**src/rtl/ann_gpio_responder.sv**
```systemverilog
// Chip-side end of the 11-bit GPIO host protocol: two show-ahead FIFOs between
// host and ANN core, plus the IDLE/LOAD/RUN/SEND mode sequencer.

module ann_gpio_fifo #(
   parameter int unsigned WIDTH = 11,
   parameter int unsigned DEPTH = 8
) (
   input  logic             clk,
   input  logic             rst,
   input  logic             push,
   input  logic [WIDTH-1:0] wdata,
   input  logic             pop,
   output logic [WIDTH-1:0] rdata,
   output logic             not_full,
   output logic             not_empty
);

   localparam int unsigned AW = $clog2(DEPTH);
   localparam logic [AW:0] FULL_CNT = (AW + 1)'(DEPTH);

   logic [WIDTH-1:0] mem [DEPTH];
   logic [AW-1:0]    wr_ptr;
   logic [AW-1:0]    rd_ptr;
   logic [AW:0]      count;
   logic             ovf;
   logic             pop_ok;
   logic             push_ok;
   logic             drop;

   // A pop on an empty FIFO is ignored; a push on a full FIFO only lands if a pop frees the slot.
   assign pop_ok  = pop && (count != '0);
   assign push_ok = push && ((count != FULL_CNT) || pop_ok);
   assign drop    = push && !push_ok;

   always_ff @(posedge clk or posedge rst) begin
      if (rst) begin
         wr_ptr <= '0;
         rd_ptr <= '0;
         count  <= '0;
         ovf    <= 1'b0;
      end else begin
         if (push_ok) wr_ptr <= wr_ptr + 1'b1;
         if (pop_ok)  rd_ptr <= rd_ptr + 1'b1;
         case ({push_ok, pop_ok})
            2'b10:   count <= count + 1'b1;
            2'b01:   count <= count - 1'b1;
            default: count <= count;
         endcase
         ovf <= ovf | drop;
      end
   end

   always_ff @(posedge clk) begin
      if (push_ok) mem[wr_ptr] <= wdata;
   end

   assign not_full  = (count != FULL_CNT);
   assign not_empty = (count != '0);
   assign rdata     = not_empty ? mem[rd_ptr] : '0;

endmodule

module ann_gpio_responder #(
   parameter int unsigned DATA_WIDTH = 11,
   parameter int unsigned IN_DEPTH   = 8,
   parameter int unsigned OUT_DEPTH  = 8
) (
   input  logic                  io_clk,
   input  logic                  io_rst,
   input  logic                  in_fifo_wenq,
   input  logic [DATA_WIDTH-1:0] in_fifo_wdata,
   output logic                  in_fifo_wfull_n,
   input  logic                  out_fifo_deq,
   output logic [DATA_WIDTH-1:0] out_fifo_rdata,
   output logic                  out_fifo_rempty_n,
   input  logic                  fsm_start,
   input  logic                  load_kdtree,
   input  logic                  send_best_arr,
   output logic                  fsm_done,
   output logic [1:0]            core_mode,
   output logic                  core_start,
   input  logic                  core_done,
   output logic                  core_in_valid,
   output logic [DATA_WIDTH-1:0] core_in_data,
   input  logic                  core_in_ready,
   input  logic                  core_out_valid,
   input  logic [DATA_WIDTH-1:0] core_out_data,
   output logic                  core_out_ready
);

   typedef enum logic [1:0] {
      ST_IDLE = 2'd0,
      ST_LOAD = 2'd1,
      ST_RUN  = 2'd2,
      ST_SEND = 2'd3
   } state_t;

   state_t state;
   state_t state_next;
   logic   start_q;
   logic   start_edge;
   logic   start_accept;
   logic   done_set;

   ann_gpio_fifo #(
      .WIDTH (DATA_WIDTH),
      .DEPTH (IN_DEPTH)
   ) u_in_fifo (
      .clk       (io_clk),
      .rst       (io_rst),
      .push      (in_fifo_wenq),
      .wdata     (in_fifo_wdata),
      .pop       (core_in_ready),
      .rdata     (core_in_data),
      .not_full  (in_fifo_wfull_n),
      .not_empty (core_in_valid)
   );

   ann_gpio_fifo #(
      .WIDTH (DATA_WIDTH),
      .DEPTH (OUT_DEPTH)
   ) u_out_fifo (
      .clk       (io_clk),
      .rst       (io_rst),
      .push      (core_out_valid && core_out_ready),
      .wdata     (core_out_data),
      .pop       (out_fifo_deq),
      .rdata     (out_fifo_rdata),
      .not_full  (core_out_ready),
      .not_empty (out_fifo_rempty_n)
   );

   assign start_edge = fsm_start && !start_q;
   assign core_mode  = state;

   always_ff @(posedge io_clk or posedge io_rst) begin
      if (io_rst) begin
         state      <= ST_IDLE;
         start_q    <= 1'b0;
         core_start <= 1'b0;
         fsm_done   <= 1'b0;
      end else begin
         state      <= state_next;
         start_q    <= fsm_start;
         core_start <= start_accept;
         if (start_accept)  fsm_done <= 1'b0;
         else if (done_set) fsm_done <= 1'b1;
      end
   end

   // In IDLE the host requests are prioritised load > start > send.
   always_comb begin
      state_next   = state;
      start_accept = 1'b0;
      done_set     = 1'b0;
      case (state)
         ST_IDLE: begin
            if (load_kdtree) begin
               state_next = ST_LOAD;
            end else if (start_edge) begin
               state_next   = ST_RUN;
               start_accept = 1'b1;
            end else if (send_best_arr) begin
               state_next = ST_SEND;
            end
         end
         ST_LOAD: begin
            if (!load_kdtree && !core_in_valid) state_next = ST_IDLE;
         end
         ST_RUN: begin
            if (core_done) begin
               state_next = ST_IDLE;
               done_set   = 1'b1;
            end
         end
         ST_SEND: begin
            if (!send_best_arr) state_next = ST_IDLE;
         end
         default: state_next = ST_IDLE;
      endcase
   end

endmodule

```
**config.mk**
```make
export PLATFORM = sky130hd
export DESIGN_NAME = ann_gpio_responder
export DESIGN_NICKNAME = d
export VERILOG_FILES = /design/src/rtl/ann_gpio_responder.sv
export SDC_FILE = /design/constraint.sdc
export NUM_CORES = 1
export LEC_CHECK = 0
export ABC_AREA = 0
export ABC_CLOCK_PERIOD_IN_PS = 4030
export CAP_MARGIN = 20
export CORE_MARGIN = 3
export CORE_UTILIZATION = 39
export CTS_CLUSTER_DIAMETER = 30
export DETAILED_ROUTE_END_ITERATION = 10
export PLACE_DENSITY = 0.64
export SETUP_SLACK_MARGIN = 0.5
export SKIP_CTS_REPAIR_TIMING = 1
export SLEW_MARGIN = 20
export SYNTH_ARGS = -nofsm -noshare
export SYNTH_HDL_FRONTEND = slang
export SYNTH_HIERARCHICAL = 1
export SYNTH_SLANG_ARGS = --single-unit
export TNS_END_PERCENT = 30
```
**constraint.sdc**
```tcl
create_clock -name io_clk -period 4.03 [get_ports io_clk]
set_clock_uncertainty 0.1 [all_clocks]
set_input_delay 0.806 -clock io_clk [delete_from_list [all_inputs] [get_ports io_clk]]
set_output_delay 0.806 -clock io_clk [all_outputs]
set_load 0.05 [all_outputs]
```
=== Word level (Yosys, flattened, before mapping) ===
Memory sizes are Yosys's and may differ from the RTL's.
Index checks and enable logic that the tools add are counted.

* Register bits: 25
* RAM bits: 176
* Word-level logic and storage cells: 74
* Memories kept: 2

* Add/subtract/negate cells: 8
* Equality and inequality tests: 13
* Mux-type cells: 22
* Reductions and logical operators: 19

{| class="wikitable"
|+ Memory list
! name !! depth !! bits a word !! rd ports !! clocked after memory_dff !! write ports !! RTL line !! RTL
|-
| u_in_fifo.mem || 8 || 11 || 1 || 0 || 1 || 21 || <nowiki>logic [WIDTH-1:0] mem [DEPTH];</nowiki>
|-
| u_out_fifo.mem || 8 || 11 || 1 || 0 || 1 || 21 ||
|}

{| class="wikitable"
|+ Operator list
! operator !! count
|-
| 2-to-1 mux 11 bit || 2
|-
| case mux 4 bit (2 select lines) || 2
|-
| adder 3 x 1 -> 3 bit (second input constant) || 4
|-
| 2-to-1 mux 2 bit || 6
|-
| != test 4 bit (second input constant) || 3
|-
| 2-to-1 mux 1 bit || 11
|-
| adder 4 x 1 -> 4 bit (second input constant) || 2
|-
| equality test 2 bit (second input constant) || 4
|-
| case mux 2 bit (4 select lines) || 1
|-
| nonzero test 4 bit || 2
|-
| subtractor 4 x 1 -> 4 bit (second input constant) || 2
|-
| logical AND 1 bit || 7
|-
| equality test 2 x 1 -> 1 bit (second input constant) || 3
|-
| != test 2 bit (second input constant) || 3
|-
| nonzero test 2 bit || 3
|-
| AND reduction 4 bit || 1
|-
| logical NOT 1 bit || 3
|-
| logical NOT 2 bit || 1
|-
| logical OR 1 bit || 2
|}

=== Logic depth before layout (Yosys ltp) ===
Gate-level depths: netlist of the first run.

* Word-level depth: 6
* Depth in mapped cells: 11

=== Cells and area by module ===
The synthesis of the first run kept the hierarchy.

{| class="wikitable"
|+ Modules (own cells, without submodules)
! module !! instances !! cells each !! area each (µm²) !! seq. area each (µm²)
|-
| ann_gpio_fifo || 2 || 194 || 3,965.1 || 2,892.8
|-
| ann_gpio_responder || 1 || 21 || 247.7 || 125.1
|}

=== Worst setup path before layout of the first run ===
No wires, ideal clock.

* Kind: register to register
* From: register u_out_fifo.count[1]
* To: register u_out_fifo.count[3]
* Setup time: 90 ps
* Data arrival time: 2,837 ps
* Slack: 1,002 ps
* Stages on the path, launching flop included: 11
* Buffers on the path: 3
* Period minus slack after synthesis: 3,028 ps
* Cells stage by stage: dfrtp_1 buf_6 or4b_1 buf_2 and2_1 o21ai_4 ha_1 clkbuf_1 or4b_2 a21o_1 o221ai_1

{| class="wikitable"
|+ RTL lines
! element !! RTL line !! RTL
|-
| from (decl) || 24 || <nowiki>logic [AW:0] count;</nowiki>
|-
| from (signal assigned) || 45 || <nowiki>2'b10: count <= count + 1'b1;</nowiki>
|-
| from (signal assigned) || 46 || <nowiki>2'b01: count <= count - 1'b1;</nowiki>
|-
| from (signal assigned) || 47 || <nowiki>default: count <= count;</nowiki>
|-
| != test 4 bit (*) || 57 || <nowiki>assign not_full = (count != FULL_CNT);</nowiki>
|-
| named net core_out_ready || 88 || <nowiki>output logic core_out_ready</nowiki>
|-
| logical AND 1 bit or logical OR 1 bit (tied branches) || 125, 32 ||
|-
| logical AND 1 bit (*) || 32 || <nowiki>assign push_ok = push && ((count != FULL_CNT) || pop_ok);</nowiki>
|-
| equality test 2 x 1 -> 1 bit or equality test 2 bit (tied branches) || 44 || <nowiki>case ({push_ok, pop_ok})</nowiki>
|-
| case mux 4 bit (2 select lines) or nonzero test 2 bit (tied branches) || -- ||
|}

Mark *: on every way through the listed nets, which the timed path passes. The rest lies on a longest branch.
A chain may end at the register's enable or synchronous reset.

=== Worst setup path in the final report of the first run ===
* From: register u_in_fifo.count[0]
* To: output port core_in_data[7]

* Cells in the longest elaborated chain, start to end: 2

{| class="wikitable"
|+ Ends and longest elaborated chain
! element !! RTL line !! RTL
|-
| from (decl) || 24 ||
|-
| from (signal assigned) || 45 ||
|-
| from (signal assigned) || 46 ||
|-
| from (signal assigned) || 47 ||
|-
| nonzero test 4 bit || 58 || <nowiki>assign not_empty = (count != '0);</nowiki>
|-
| 2-to-1 mux 11 bit || 59 || <nowiki>assign rdata = not_empty ? mem[rd_ptr] : '0;</nowiki>
|-
| to (decl) || 84 || <nowiki>output logic [DATA_WIDTH-1:0] core_in_data,</nowiki>
|}

Every way passes these cells.

==> impl_summary.txt, run 1 <==
----------------------------------------------------
[Global routing]
  Pin count of the biggest net entering global routing ... 25
  Total GRT Usage ... between 10% and 20%
  Antenna violations before repair ... 0
  Total congestion overflow after global routing ... 0
  First-pass GRT wire length ... about 25 mm
  Number of global-route vias before repair ... between 4000 and 5000

[Yosys]
  Count of unique library cells instantiated by Yosys ... 43
  Synthesis-stage register bit count ... 201
  Netlist Area Pre-Place ... 0.008178 mm²
  Post-Synth XOR/XNOR Area ... 1.499%
  Share of Yosys cell area claimed by the top area cell type ... around 65%
  Fraction of the yosys area taken by sequential cells ... 72.28%
  Post-synthesis cell type with the largest combined area ... edfxtp_1
  Average instance area after synthesis ... 19.99 µm²
  Dominant cells by area after synthesis ... edfxtp_1 65%, mux4_2 12%, dfrtp_1 7.6%
  Mux share of post-synthesis cell area ... 13.40%
  Dominant combinational cell family by area after synthesis ... multiplexers
  Simple-gate share of the synthesized area ... under 10%
  Gate count after technology mapping ... between 400 and 500
  Share of the synthesized area in compound gates (AO/OA/AOI/OAI) ... 5.049%
  Synth Flop Type ... edfxtp_1
  Post-synthesis share of cell area spent on full adders, half adders and majority gates ... 1.530%
  Count of synthesis-stage warnings from yosys ... 6
  Nets in the synthesized netlist ... between 400 and 500
  Number of enable-type register cells in the synthesized netlist ... 176
  Async SR Flop Fraction ... around an eighth

[Timing]
  Final setup fails ... 0
  Setup TNS Final ... 0 ns
  Final hold slack ... 0.4225 ns
  Max Slew Vio Count ... 0
  Peak clock frequency supported by timing ... 266.2 MHz
  Measured slew at the worst slew-check pin ... 0.5317 ns
  Final critical delay including setup and external delays ... 3.757 ns
  RSZ-0062 raised after global routing ... true
  Max-slew headroom at the worst pin ... between 60% and 70%
  Final Hold Viols ... 0
  Final period utilization ... 93.22%

[Worst setup path]
  Count of cells along the worst register-to-register path ... 7
  Capturing element type of the critical path ... primary output
  Reg-to-reg setup timing slack ... 0.74 ns
  Largest driver fanout on the critical path ... 11
  Critical Path Source Type ... flip-flop
  CP arrival ... 2.85 ns
  WP data required ... between 3 and 4 ns
  Reg-to-Reg Start ... u_out_fifo/count[0]
  Type of the setup path with the least slack ... flip-flop to primary output
  Reg2Reg Capture Point ... u_out_fifo/count[3]

[CTS]
  Total CTS buffers ... 38
  Clock sinks ... 201
  CTS clk-pin slew, worst paths ... 0.04 ns
  Clk root buf ... clkbuf_16
  Maximum number of buffers from clock root to sink ... 3
  Skew-Pair Late Insertion Delay ... ~0.49 ns
  H-tree levels ... 2
  Clock tree from TritonCTS ... done

[Routing]
  Final routed wirelength across all metal layers ... 15.69 mm
  Average wire per cell in the routed design ... 19.47 µm
  Post-route DRC ... 0
  Routed vias/inst ... 5.148
  Number of iterations in the first detailed-routing pass ... 4
  Vias ... between 4000 and 5000
  Residual antenna-violating net count after detailed routing ... 0
  Iteration-0 DRC Markers ... 265

[Flow run]
  # Max-Cap Violations ... 0

[Power and ir drop]
  Leakage ... 3.619 nW
  Part of the power in the clock network ... 32.0%
  Switching pwr ... a little over 3 mW
  Share of total power in combinational logic ... 35.3%
  Sequential share of power ... 32.7%
  Internal power consumption ... 5.848 mW
  Power density over cell area ... 859.0 mW/mm²
  Worst voltage drop across the vdd grid ... 0.5141 mV
  Sw Ratio ... 34.16%

[Cells and area]
  Inserted Diodes ... 0
  Most common library cell in the layout ignoring fill and taps ... edfxtp_1
  Fraction of layout cells with a size suffix above 1 ... 26.31%
  Commonest cells after routing, fill and taps aside ... 176 x edfxtp_1, 54 x clkdlybuf4s50_1, 44 x mux4_2
  Count of nets after finishing ... 550
  Area growth from synthesis to final layout ... 26.45%

[Die]
  Horizontal die dimension ... approximately 150 µm
  Core ar. ... 0.02043 mm²
  Area of the die ... 0.02274 mm²
  I/O pins ... 62
  Starting density of the core ... about 40%
  Die Height ... 150.8 µm
  Standard-cell rows ... 52

[Min path]
  Hold-critical path endpoint ... u_out_fifo/rd_ptr[0]
  Hold_sp ... u_out_fifo/rd_ptr[0]
  Hold path cells ... 1
  Worst hold path type ... flip-flop to flip-flop

[Outcome]
  Status ... completed

[Place]
  Final weighted congestion in routability-driven placement ... 0.7314
  Sum of net half-perimeters after detailed placement ... 9.538 mm
  IO buf count ... about 60

----------------------------------------------------
[metal layers]
layer | track usage, % | vias up | routed length (µm)
li1 | - | 1889 | -
met1 | 17.01 | 2133 | 6209
met2 | 25.39 | 102 | 8372
met3 | 3.920 | 25 | 819
met4 | 4.442 | 0 | 287
met5 | 0 | - | 0
[registers in the layout, indices dropped and copies added, names as in the netlist, 2 cells and up]
| register | cells |
|---|---|
| u_in_fifo/count | 4 |
| u_in_fifo/rd_ptr | 3 |
| u_out_fifo/rd_ptr | 3 |
| u_in_fifo/mem | 88 |
| u_out_fifo/count | 4 |
| u_out_fifo/wr_ptr | 3 |
| u_out_fifo/mem | 88 |
| core_mode | 2 |
| u_in_fifo/wr_ptr | 3 |
[area by class of cell]
type | instances | area (µm²)
inverters | 11 | 41.29
clock inverters | 23 | 198.9
flip-flops and latches | 201 | 5911
clock buffers | 45 | 977.2
well taps | 270 | 337.8
repair buffers | 81 | 777.0
multi-input cells | 175 | 2098
fillers | 1645 | 10090
[critical path, cell delays in order (launching register included)]
cell and delay (ns):
dfrtp_1 0.44, or4_1 0.70, and2_4 0.30, a22o_1 0.23
clkdlybuf4s50_1 0.70
[logic make-up (layout without fill, tap and decap cells)]
group | after synthesis | in the layout
AOI/OAI and AO/OA | 47 | 47
xor gates and xnor gates | 14 | 14
adders and majority gates | 10 | 10
buffers and inverters | 33 | 160
DFF | 201 | 201
muxes | 53 | 53
and+or+nand+nor | 51 | 51
[stage by stage]
stage | worst slack (ns) | utilization [%] | instances | power [mW] | cell area, µm²
after floorplan | 1.002 | - | 409 | 5.239 | 8178
after global placement | 0.7359 | 44.77 | 738 | 6.058 | 9146
after detailed placement | 0.5923 | 44.77 | 738 | 6.132 | 9146
after CTS | 0.2165 | 50.53 | 806 | 9.025 | 10320
after global routing | 0.1769 | 50.62 | 806 | 9.319 | 10340
final | 0.2732 | 50.62 | 806 | 8.883 | 10340
[cells in the mapped netlist (4+ instances only)]
library cell / instances
inv_1: 11
nor3_1: 8
o211ai_1: 4
mux4_2: 44
nand2_1: 5
nor2_1: 8
mux2_2: 4
or4_1: 4
a22o_1: 22
clkbuf_1: 6
xnor2_1: 12
dfrtp_1: 25
nand2b_1: 4
buf_6: 6
edfxtp_1: 176
ha_1: 10
buf_2: 10
[power groups by stage]
| stage | clock network, mW | registers, mW | logic [mW] |
|---|---|---|---|
| after floorplan | 0 | 2.90 | 2.34 |
| after global placement | 0 | 2.91 | 3.15 |
| after detailed placement | 0 | 2.94 | 3.19 |
| after CTS | 2.91 | 2.91 | 3.20 |
| after global routing | 3.02 | 2.95 | 3.35 |
| final | 2.84 | 2.91 | 3.13 |
[how the worst max path moves through the flow]
stage / start / endpoint / slack (ns)
floorplan: u_out_fifo/count[1] / u_out_fifo/count[3] / 1.00
global placement: u_in_fifo/count[0] / core_in_data[1] / 0.74
detailed placement: out_fifo_deq / u_out_fifo/count[3] / 0.59
CTS: u_in_fifo/count[0] / core_in_data[1] / 0.22
global route: u_in_fifo/count[0] / core_in_data[7] / 0.18
finish: u_in_fifo/count[0] / core_in_data[7] / 0.27
(Power assumes the default switching activity.)
==> run 2, diff against run 1 <==
- SLEW_MARGIN: 20 -> 15
- SYNTH_HIERARCHICAL: 1 -> unset
==> run 2 against run 1 <==
  * Final cell count is 2.1% higher
  * Flip-flop and latch count did not move
  * Critical path depth increased by 1
  * Core utilization is 1.7 points higher
  * Global-route usage up 0.99 points
  * Setup slack better by 0.046 ns
  * Design area rose by 2.7%
  * Largest power group is now the clock network
  * Worst hold slack lost 0.016 ns
  * Via count increased by 2.7%
  * Non-clock buffer count grew 4
==> impl_summary.txt, run 2 <==
----------------------------------------------------
[Power and ir drop]
  Internal power consumption ... 6.261 mW (was 5.848 mW)
  Switching pwr ... 3.212 mW (was 3.034 mW)
  Worst voltage drop across the vdd grid ... 0.5716 mV (was 0.5141 mV)
  Part of the power in the clock network ... 35.4% (was 32.0%)
  Power density over cell area ... 892.2 mW/mm² (was 859.0 mW/mm²)
  Share of total power in combinational logic ... 33.4% (was 35.3%)
  Leakage ... 3.878 nW (was 3.619 nW)
  Sequential share of power ... 31.2% (was 32.7%)
  Sw Ratio ... 33.91% (was 34.16%)

[CTS]
  Clock sinks ... 201 (unchanged)
  Skew-Pair Late Insertion Delay ... 0.51 ns (was 0.49 ns)
  CTS clk-pin slew, worst paths ... 0.04 ns (about the same)
  Clock tree from TritonCTS ... done (unchanged)
  Maximum number of buffers from clock root to sink ... 3 (unchanged)
  Clk root buf ... clkbuf_16 (unchanged)
  Total CTS buffers ... 42 (was 38)
  H-tree levels ... 2 (unchanged)

[Cells and area]
  Final cell area excluding filler cells ... 0.01062 mm² (was 0.01034 mm²)
  Registers with the most flip-flops ... u_in_fifo.mem: 88 flops, u_out_fifo.mem: 88 flops (was u_in_fifo/mem: 88 flops, u_out_fifo/mem: 88 flops)
  Fraction of layout cells with a size suffix above 1 ... 26.94% (was 26.31%)
  Area growth from synthesis to final layout ... 31.18% (was 26.45%)
  Inserted Diodes ... 0 (unchanged)
  Most common library cell in the layout ignoring fill and taps ... edfxtp_1 (unchanged)
  Count of nets after finishing ... 562 (was 550)
  Commonest cells after routing, fill and taps aside ... 176 x edfxtp_1, 44 x mux4_2, 43 x clkbuf_16 (was 176 x edfxtp_1, 54 x clkdlybuf4s50_1, 44 x mux4_2)

[Yosys]
  Gate count after technology mapping ... 410 (was 409)
  Synthesis-stage register bit count ... 201 (unchanged)
  Fraction of the yosys area taken by sequential cells ... 73.03% (was 72.28%)
  Nets in the synthesized netlist ... 453 (was 451)
  Count of synthesis-stage warnings from yosys ... 0 (was 6)
  Netlist Area Pre-Place ... 0.008094 mm² (was 0.008178 mm²)
  Most common cell in the synthesized netlist ... edfxtp_1 (unchanged)
  Number of enable-type register cells in the synthesized netlist ... 176 (unchanged)
  Count of unique library cells instantiated by Yosys ... 51 (was 43)
  Share of Yosys cell area claimed by the top area cell type ... 65.30% (was 64.63%)
  Dominant cells by area after synthesis ... edfxtp_1 65%, mux4_2 12%, dfrtp_1 7.7% (was edfxtp_1 65%, mux4_2 12%, dfrtp_1 7.6%)
  Average instance area after synthesis ... 19.74 µm² (was 19.99 µm²)
  Post-synthesis cell type with the largest combined area ... edfxtp_1 (unchanged)
  Synth Flop Type ... edfxtp_1 (unchanged)
  Most frequent cells after synthesis ... 176 x edfxtp_1, 44 x mux4_2, 25 x dfrtp_1 (unchanged)
  Async SR Flop Fraction ... 12.44% (unchanged)

[Die]
  Horizontal die dimension ... 150.1 µm (was 150.8 µm)
  Standard-cell rows ... 52 (unchanged)
  Area of the die ... 0.02252 mm² (was 0.02274 mm²)
  I/O pins ... 62 (unchanged)
  Die Height ... 150.1 µm (was 150.8 µm)
  Core ar. ... 0.02030 mm² (was 0.02043 mm²)
  Starting density of the core ... 39.87% (was 40.03%)

[Min path]
  Worst hold path type ... flip-flop to flip-flop (unchanged)

[Timing]
  Setup TNS Final ... 0 ns (unchanged)
  Peak clock frequency supported by timing ... 269.5 MHz (was 266.2 MHz)
  Max Slew Vio Count ... 0 (unchanged)
  Final WS setup ... 0.3195 ns (was 0.2732 ns)
  Final critical delay including setup and external delays ... 3.710 ns (was 3.757 ns)
  Measured slew at the worst slew-check pin ... 0.5884 ns (was 0.5317 ns)
  Final period utilization ... 92.07% (was 93.22%)
  Final hold slack ... 0.4068 ns (was 0.4225 ns)
  Final Hold Viols ... 0 (unchanged)
  RSZ-0062 raised after global routing ... true (unchanged)
  Final setup fails ... 0 (unchanged)
  Max-slew headroom at the worst pin ... 60.77% (was 64.44%)

[Routing]
  Post-route DRC ... 0 (unchanged)
  Routed vias/inst ... 5.177 (was 5.148)
  Residual antenna-violating net count after detailed routing ... 0 (unchanged)
  Average wire per cell in the routed design ... 20.26 µm (was 19.47 µm)
  Vias ... 4261 (was 4149)
  Final routed wirelength across all metal layers ... 16.68 mm (was 15.69 mm)
  Iteration-0 DRC Markers ... 252 (was 265)
  Number of iterations in the first detailed-routing pass ... 4 (unchanged)

[Global routing]
  Total GRT Usage ... 15.31% (was 14.31%)
  Pin count of the biggest net entering global routing ... 26 (was 25)
  Number of global-route vias before repair ... 4651 (was 4505)
  First-pass GRT wire length ... 26.05 mm (was 24.92 mm)
  Antenna violations before repair ... 0 (unchanged)
  Total congestion overflow after global routing ... 0 (unchanged)

[Place]
  Sum of net half-perimeters after detailed placement ... 9.926 mm (was 9.538 mm)
  IO buf count ... 61 (unchanged)
  Post-Place Cell Area ... 0.009110 mm² (was 0.009146 mm²)
  Worst slack at placement ... 0.6525 ns (was 0.5923 ns)
  Final weighted congestion in routability-driven placement ... 0.7519 (was 0.7314)

[Worst setup path]
  Type of the setup path with the least slack ... flip-flop to primary output (unchanged)
  WP data required ... 3.12 ns (about the same)
  Capturing element type of the critical path ... primary output (unchanged)
  Critical Path Source Type ... flip-flop (unchanged)
  CP arrival ... 2.80 ns (was 2.85 ns)
  Largest driver fanout on the critical path ... 11 (unchanged)

[Outcome]
  Status ... completed (unchanged)

[Flow run]
  # Max-Cap Violations ... 0 (unchanged)

----------------------------------------------------
run 2: power by group through the flow:
stage,Combinational (mW),Sequential [mW],Clock [mW]
2_1_floorplan,2.29,2.92,0
3_3_place_gp,3.12,2.99,0
3_5_place_dp,3.18,3.02,0
4_1_cts,3.19,2.99,3.42
5_1_grt,3.38,3.00,3.54
6_report,3.16,2.96,3.35
run 2: layer usage:
metal	vias to the layer above	global-route usage (%)	wire length [µm]
li1	1921	-	-
met1	2184	18.11	6505
met2	122	26.74	8699
met3	34	4.058	1134
met4	0	5.901	339
met5	-	0	0
run 2: cell families after synthesis:
kind of cell,count (synthesis),synth area share [%]
compound gates,45,4.530
mux,52,13.37
buf+inv,33,1.932
xor+xnor,13,1.407
fa+ha+maj,11,1.793
flops,201,73.03
simple gates,55,3.942
run 2: final timing paths:
path                                            from                    to  slack, ns  cells past startpoint
worst max-delay path              u_in_fifo.count[0]       core_in_data[5]       0.32                      5
worst min-delay path            u_out_fifo.rd_ptr[2]  u_out_fifo.rd_ptr[2]       0.41                      1
worst max register to register   u_out_fifo.count[0]   u_out_fifo.count[3]       1.04                      7
worst min register to register  u_out_fifo.rd_ptr[2]  u_out_fifo.rd_ptr[2]       0.41                      1
max in group asynchronous                     io_rst  u_out_fifo.rd_ptr[2]       2.77                      3
min in group asynchronous                     io_rst  u_out_fifo.wr_ptr[1]       0.57                      2
run 2: stage by stage:
stage | utilization (%) | power, mW | std cells
5_1_grt | 52.31 | 9.916 | 823
3_5_place_dp | 44.88 | 6.199 | 743
2_1_floorplan | - | 5.203 | 410
3_3_place_gp | 44.88 | 6.106 | 743
6_report | 52.31 | 9.474 | 823
4_1_cts | 51.86 | 9.608 | 821
run 2: critical path, stage by stage (launching register included):
cell and delay [ns]:
dfrtp_1 0.47, nor4_4 0.40, inv_2 0.09, and2_1 0.37, a22o_1 0.28, clkdlybuf4s50_1 0.69
run 2: final cells by class:
class,count,area (µm²)
Fill cell,1602,9682
Sequential cell,201,5912
Multi-Input combinational cell,176,2048
Clock buffer,48,1095
Timing Repair Buffer,85,853.3
Tap cell,270,337.8
Clock inverter,30,322.8
Inverter,13,48.80
==> run 3, diff against run 2 <==
- ABC_CLOCK_PERIOD_IN_PS: 4030 -> 4300
- clock period: 4.03 -> 4.3 ns (I/O delays scaled with it)
==> run 3 against run 2 <==
  * Via count shrank 1.1%
  * Non-clock buffer count stayed put
  * Die area unchanged
  * Power is 8.2% lower
  * Largest cell class unchanged
==> impl_summary.txt, run 3 (same netlist as run 2, synthesis figures left out) <==
----------------------------------------------------
[Worst setup path]
  Capturing element type of the critical path ... primary output (unchanged)
  Critical Path Source Type ... flip-flop (unchanged)
  Type of the setup path with the least slack ... flip-flop to primary output (unchanged)
  CP arrival ... 2.93 ns (was 2.80 ns)
  Largest driver fanout on the critical path ... 11 (unchanged)
  WP data required ... 3.34 ns (was 3.12 ns)

[Cells and area]
  Count of nets after finishing ... 561 (was 562)
  Commonest cells after routing, fill and taps aside ... 176 x edfxtp_1, 55 x clkdlybuf4s50_1, 44 x mux4_2 (was 176 x edfxtp_1, 44 x mux4_2, 43 x clkbuf_16)
  Fraction of layout cells with a size suffix above 1 ... 26.05% (was 26.94%)
  Area growth from synthesis to final layout ... 29.87% (was 31.18%)
  Most common library cell in the layout ignoring fill and taps ... edfxtp_1 (unchanged)
  Registers with the most flip-flops ... u_in_fifo.mem: 88 flops, u_out_fifo.mem: 88 flops (unchanged)
  Inserted Diodes ... 0 (unchanged)

[CTS]
  Maximum number of buffers from clock root to sink ... 3 (unchanged)
  Clock tree from TritonCTS ... done (unchanged)
  CTS clk-pin slew, worst paths ... 0.04 ns (about the same)
  H-tree levels ... 2 (unchanged)
  Total CTS buffers ... 41 (was 42)
  Clock sinks ... 201 (unchanged)
  Clk root buf ... clkbuf_16 (unchanged)
  Skew-Pair Late Insertion Delay ... 0.50 ns (was 0.51 ns)

[Place]
  Final weighted congestion in routability-driven placement ... 0.7526 (was 0.7519)
  Sum of net half-perimeters after detailed placement ... 9.611 mm (was 9.926 mm)
  IO buf count ... 61 (unchanged)

[Timing]
  Final setup fails ... 0 (unchanged)
  Peak clock frequency supported by timing ... 256.8 MHz
  Measured slew at the worst slew-check pin ... 0.7177 ns (was 0.5884 ns)
  RSZ-0062 raised after global routing ... true (unchanged)
  Final critical delay including setup and external delays ... 3.894 ns
  Final Hold Viols ... 0 (unchanged)
  Max Slew Vio Count ... 0 (unchanged)
  Setup TNS Final ... 0 ns (unchanged)
  Max-slew headroom at the worst pin ... 51.98% (was 60.77%)
  Final period utilization ... about nine tenths

[Min path]
  Worst hold path type ... flip-flop to flip-flop (unchanged)

[Routing]
  Residual antenna-violating net count after detailed routing ... 0 (unchanged)
  Iteration-0 DRC Markers ... 320 (was 252)
  Post-Route M1 WL ... 6.552 mm (was 6.505 mm)
  Average wire per cell in the routed design ... 19.82 µm (was 20.26 µm)
  Number of iterations in the first detailed-routing pass ... 4 (unchanged)
  Vias ... 4212 (was 4261)
  Wire length on met2 ... 8.496 mm (was 8.699 mm)
  Final routed wirelength across all metal layers ... 16.24 mm (was 16.68 mm)
  Metal3 WL ... 830 µm (was 1.134 mm)
  Post-route DRC ... 0 (unchanged)
  Routed vias/inst ... 5.143 (was 5.177)
  Max Used Layer ... met4 (unchanged)

[Outcome]
  Status ... completed (unchanged)

[Die]
  Horizontal die dimension ... 150.1 µm (unchanged)
  Starting density of the core ... 39.87% (unchanged)
  Core ar. ... 0.02030 mm² (unchanged)
  Standard-cell rows ... 52 (unchanged)
  I/O pins ... 62 (unchanged)
  Area of the die ... 0.02252 mm² (unchanged)
  Die Height ... 150.1 µm (unchanged)

[Power and ir drop]
  Power density over cell area ... 827.1 mW/mm² (was 892.2 mW/mm²)
  Worst voltage drop across the vdd grid ... 0.5787 mV (was 0.5716 mV)
  Leakage ... 3.695 nW (was 3.878 nW)
  Overall power after layout ... 8.694 mW (was 9.474 mW)

[Global routing]
  Antenna violations before repair ... 0 (unchanged)
  Pin count of the biggest net entering global routing ... 26 (unchanged)
  Number of global-route vias before repair ... 4614 (was 4651)
  First-pass GRT wire length ... 25.39 mm (was 26.05 mm)
  Total congestion overflow after global routing ... 0 (unchanged)
  Total GRT Usage ... 14.86% (was 15.31%)

[Flow run]
  # Max-Cap Violations ... 0 (unchanged)

----------------------------------------------------
[run 3: worst paths after layout]
kind | cells past startpoint | start | slack [ns] | end
worst max-delay path | 5 | u_in_fifo.count[0] | 0.41 | core_in_data[3]
worst min-delay path | 1 | u_out_fifo.rd_ptr[2] | 0.39 | u_out_fifo.rd_ptr[2]
worst max register to register | 7 | u_out_fifo.count[0] | 1.37 | u_out_fifo.count[3]
worst min register to register | 1 | u_out_fifo.rd_ptr[2] | 0.39 | u_out_fifo.rd_ptr[2]
max in group asynchronous | 3 | io_rst | 3.03 | u_in_fifo.rd_ptr[0]
min in group asynchronous | 2 | io_rst | 0.59 | core_start
[run 3: per-stage QoR]
step                cell area, µm²  hold WS, ns  util (%)  setup WS, ns  cells
global placement              9105       0.3757     44.85        0.8594    742
floorplan                     8094       0.3591         -         1.310    410
detailed placement            9105       0.3860     44.85        0.8329    742
finish                       10510       0.3902     51.78        0.4064    819
global route                 10510       0.4245     51.78        0.3011    819
CTS                          10430       0.3939     51.36        0.3155    816
[run 3: area by class of cell]
class                      instances  area (µm²)
inverter                          13       48.80
fill                            1652        9788
clock inverter                    31       266.5
tap                              270       337.8
sequential                       201        5911
multi-input combinational        176        2039
clock buffer                      43        1055
timing repair buffer              85       853.3
[run 3: routing by layer]
layer | track usage, % | vias up
met2 | 25.91 | 104
met1 | 18.37 | 2161
met5 | 0 | -
met3 | 3.240 | 32
met4 | 5.169 | 0
li1 | - | 1915
[run 3: report_power, final]
| group | internal [mW] | switching (mW) | total, mW |
|---|---|---|---|
| Clock | 1.95 | 0.973 | 2.93 |
| Sequential | 2.51 | 0.234 | 2.74 |
| Combinational | 1.28 | 1.75 | 3.03 |
[run 3: critical path: stages (launching register included)]
cell             delay [ns]
dfrtp_1                0.46
nor4_2                 0.47
inv_2                  0.11
and2_1                 0.38
a22o_1                 0.31
clkdlybuf4s50_1        0.71
==> RTL change, RTL diff (config.mk and constraints of run 2) <==
Make the reset (`io_rst` and `rst`) synchronous in 2 clocked blocks.
--- a/src/rtl/ann_gpio_responder.sv
+++ b/src/rtl/ann_gpio_responder.sv
@@ -32,7 +32,7 @@
    assign push_ok = push && ((count != FULL_CNT) || pop_ok);
    assign drop    = push && !push_ok;
 
-   always_ff @(posedge clk or posedge rst) begin
+   always_ff @(posedge clk) begin
       if (rst) begin
          wr_ptr <= '0;
          rd_ptr <= '0;
@@ -133,7 +133,7 @@
    assign start_edge = fsm_start && !start_q;
    assign core_mode  = state;
 
-   always_ff @(posedge io_clk or posedge io_rst) begin
+   always_ff @(posedge io_clk) begin
       if (io_rst) begin
          state      <= ST_IDLE;
          start_q    <= 1'b0;
Function: differs if io_rst is asserted again (counterexample within 4 cycles, from zero or initial values and one cycle with io_rst high); with io_rst held inactive, the same outputs for 4 cycles.
==> RTL change against run 2 <==
  * Highest routed layer unchanged
  * Largest cell class unchanged
  * Area after synthesis rose by 1.3%
  * Total power fell by 15%
  * Wire length fell by 3.1%
  * Count of clock-buffer cells in the layout fell by 3
  * Global-route usage fell by 0.59 points
  * Sequential cell count rose by 6
  * Critical path type unchanged
  * Setup slack improved by 170 ps
  * Final area rose by 0.13%
==> RTL change: results (changes against run 2) <==
* Post-synthesis mux area share at 15.7% (+2.3 points)
* Yosys warns at 0 (unchanged)
* Leakage at 3.63 nW (-6.4%)
* Syn Inst Count at 453 (+10%)
* Non-Filler Instances at 854 (+3.8%)
* Synth Area in Adders at 1.53% (-0.27 points)
* Worst R2R Path Depth at 11 (+4)
* Status: complete, no violations
* # diodes at 0 (unchanged)
* Worst EP arrival at 2640 ps (-160 ps)
* Worst flop-to-flop path startpoint: u_in_fifo.count[0]
* First-pass GRT wire length at 25500 um (-2.0%)
* WL per Instance at 18.9 um (-6.6%)
* FF-to-FF setup slack at 1160 ps (+120 ps)
* Synth unique cells at 42 (-18%)
* Layout clock buffers at 45 (-6.3%)
* M1 WL at 6670 um (+2.5%)
* Worst setup path endpoint: out_fifo_rdata[2]
* Peak supply drop at 0.419 mV (-27%)
* WL met3 at 940 um (-17%)
* Share of cells above drive strength 1 at 24.8% (-2.1 points)
* GPL Wtd Cong at 0.779 (+3.6%)
* Invs w/o clock at 3 (-10)
* Largest net degree at the start of global routing at 23 (-12%)
* Ys async rst share at 0% (-12 points)
* Total global-route track usage at 14.7% (-0.59 points)
* PnR worst setup slack at 488 ps (+169 ps)
* Nets at 596 (+6.0%)
* DR WL met2 at 8280 um (-4.8%)
* Proportion of cell area occupied by registers at 55.5% (-0.13 points)
* Max-slew headroom at 42.5% (-18 points)
* Signal buffers share of area at 7.58% (-0.46 points)
* Clock buf/inv share at 13.0% (-0.32 points)
* First DRT Iteration DRCs at 164 (-35%)
* CTS buffer count at 39 (-7.1%)
* Top cells by instance count after synthesis: 176 x edfxtp_1, 50 x nor2_1, 44 x mux4_2
* Synth Area in Compound Gates at 1.85% (-2.7 points)
* Post-Synth XOR/XNOR Area at 1.39% (-0.018 points)
* GRT met3 Usage at 4.31% (+0.25 points)
* Syn Nets at 495 (+9.3%)
* Post-Place Cells at 783 (+5.4%)
* #MultiIn Comb at 219 (+24%)
* Vias in the first global route at 4716 (+1.4%)
* Filler Cell Count at 1627 (+1.6%)
* Sequential cell count at 207 (+3.0%)
* DP Worst Slack at 851 ps (+198 ps)
* Register area share after synthesis at 72.0% (-1.0 points)
* Grt met1 use at 18.7% (+0.60 points)
[RTL change: through the flow]
step	utilization (%)	hold slack [ps]	instance area, um2
after floorplan	-	300	8200
after global placement	45.1	313	9220
after detailed placement	45.1	314	9220
after CTS	51.9	329	10600
after global routing	52.0	353	10600
final	52.0	330	10600
[RTL change: power by group]
part / leakage, nW / switching, mW / internal (mW)
registers: 1.85 / 0.0943 / 2.46
logic: 1.11 / 1.30 / 0.815
clock network: 0.672 / 1.13 / 2.20
[RTL change: critical path: cells and delay by family (launching register included)]
family	cells	cell delay (ps)
buffers and inverters	2	990
muxes	2	720
DFF	1	320
and+or+nand+nor	1	60
[RTL change: how the worst min path moves through the flow]
stage	start	to	slack, ps	cells past startpoint
finish	start_q	core_start	330	1
global route	start_q	core_start	350	1
CTS	start_q	core_start	330	1
detailed placement	start_q	core_start	310	1
global placement	start_q	core_start	310	1
floorplan	start_q	core_start	300	1
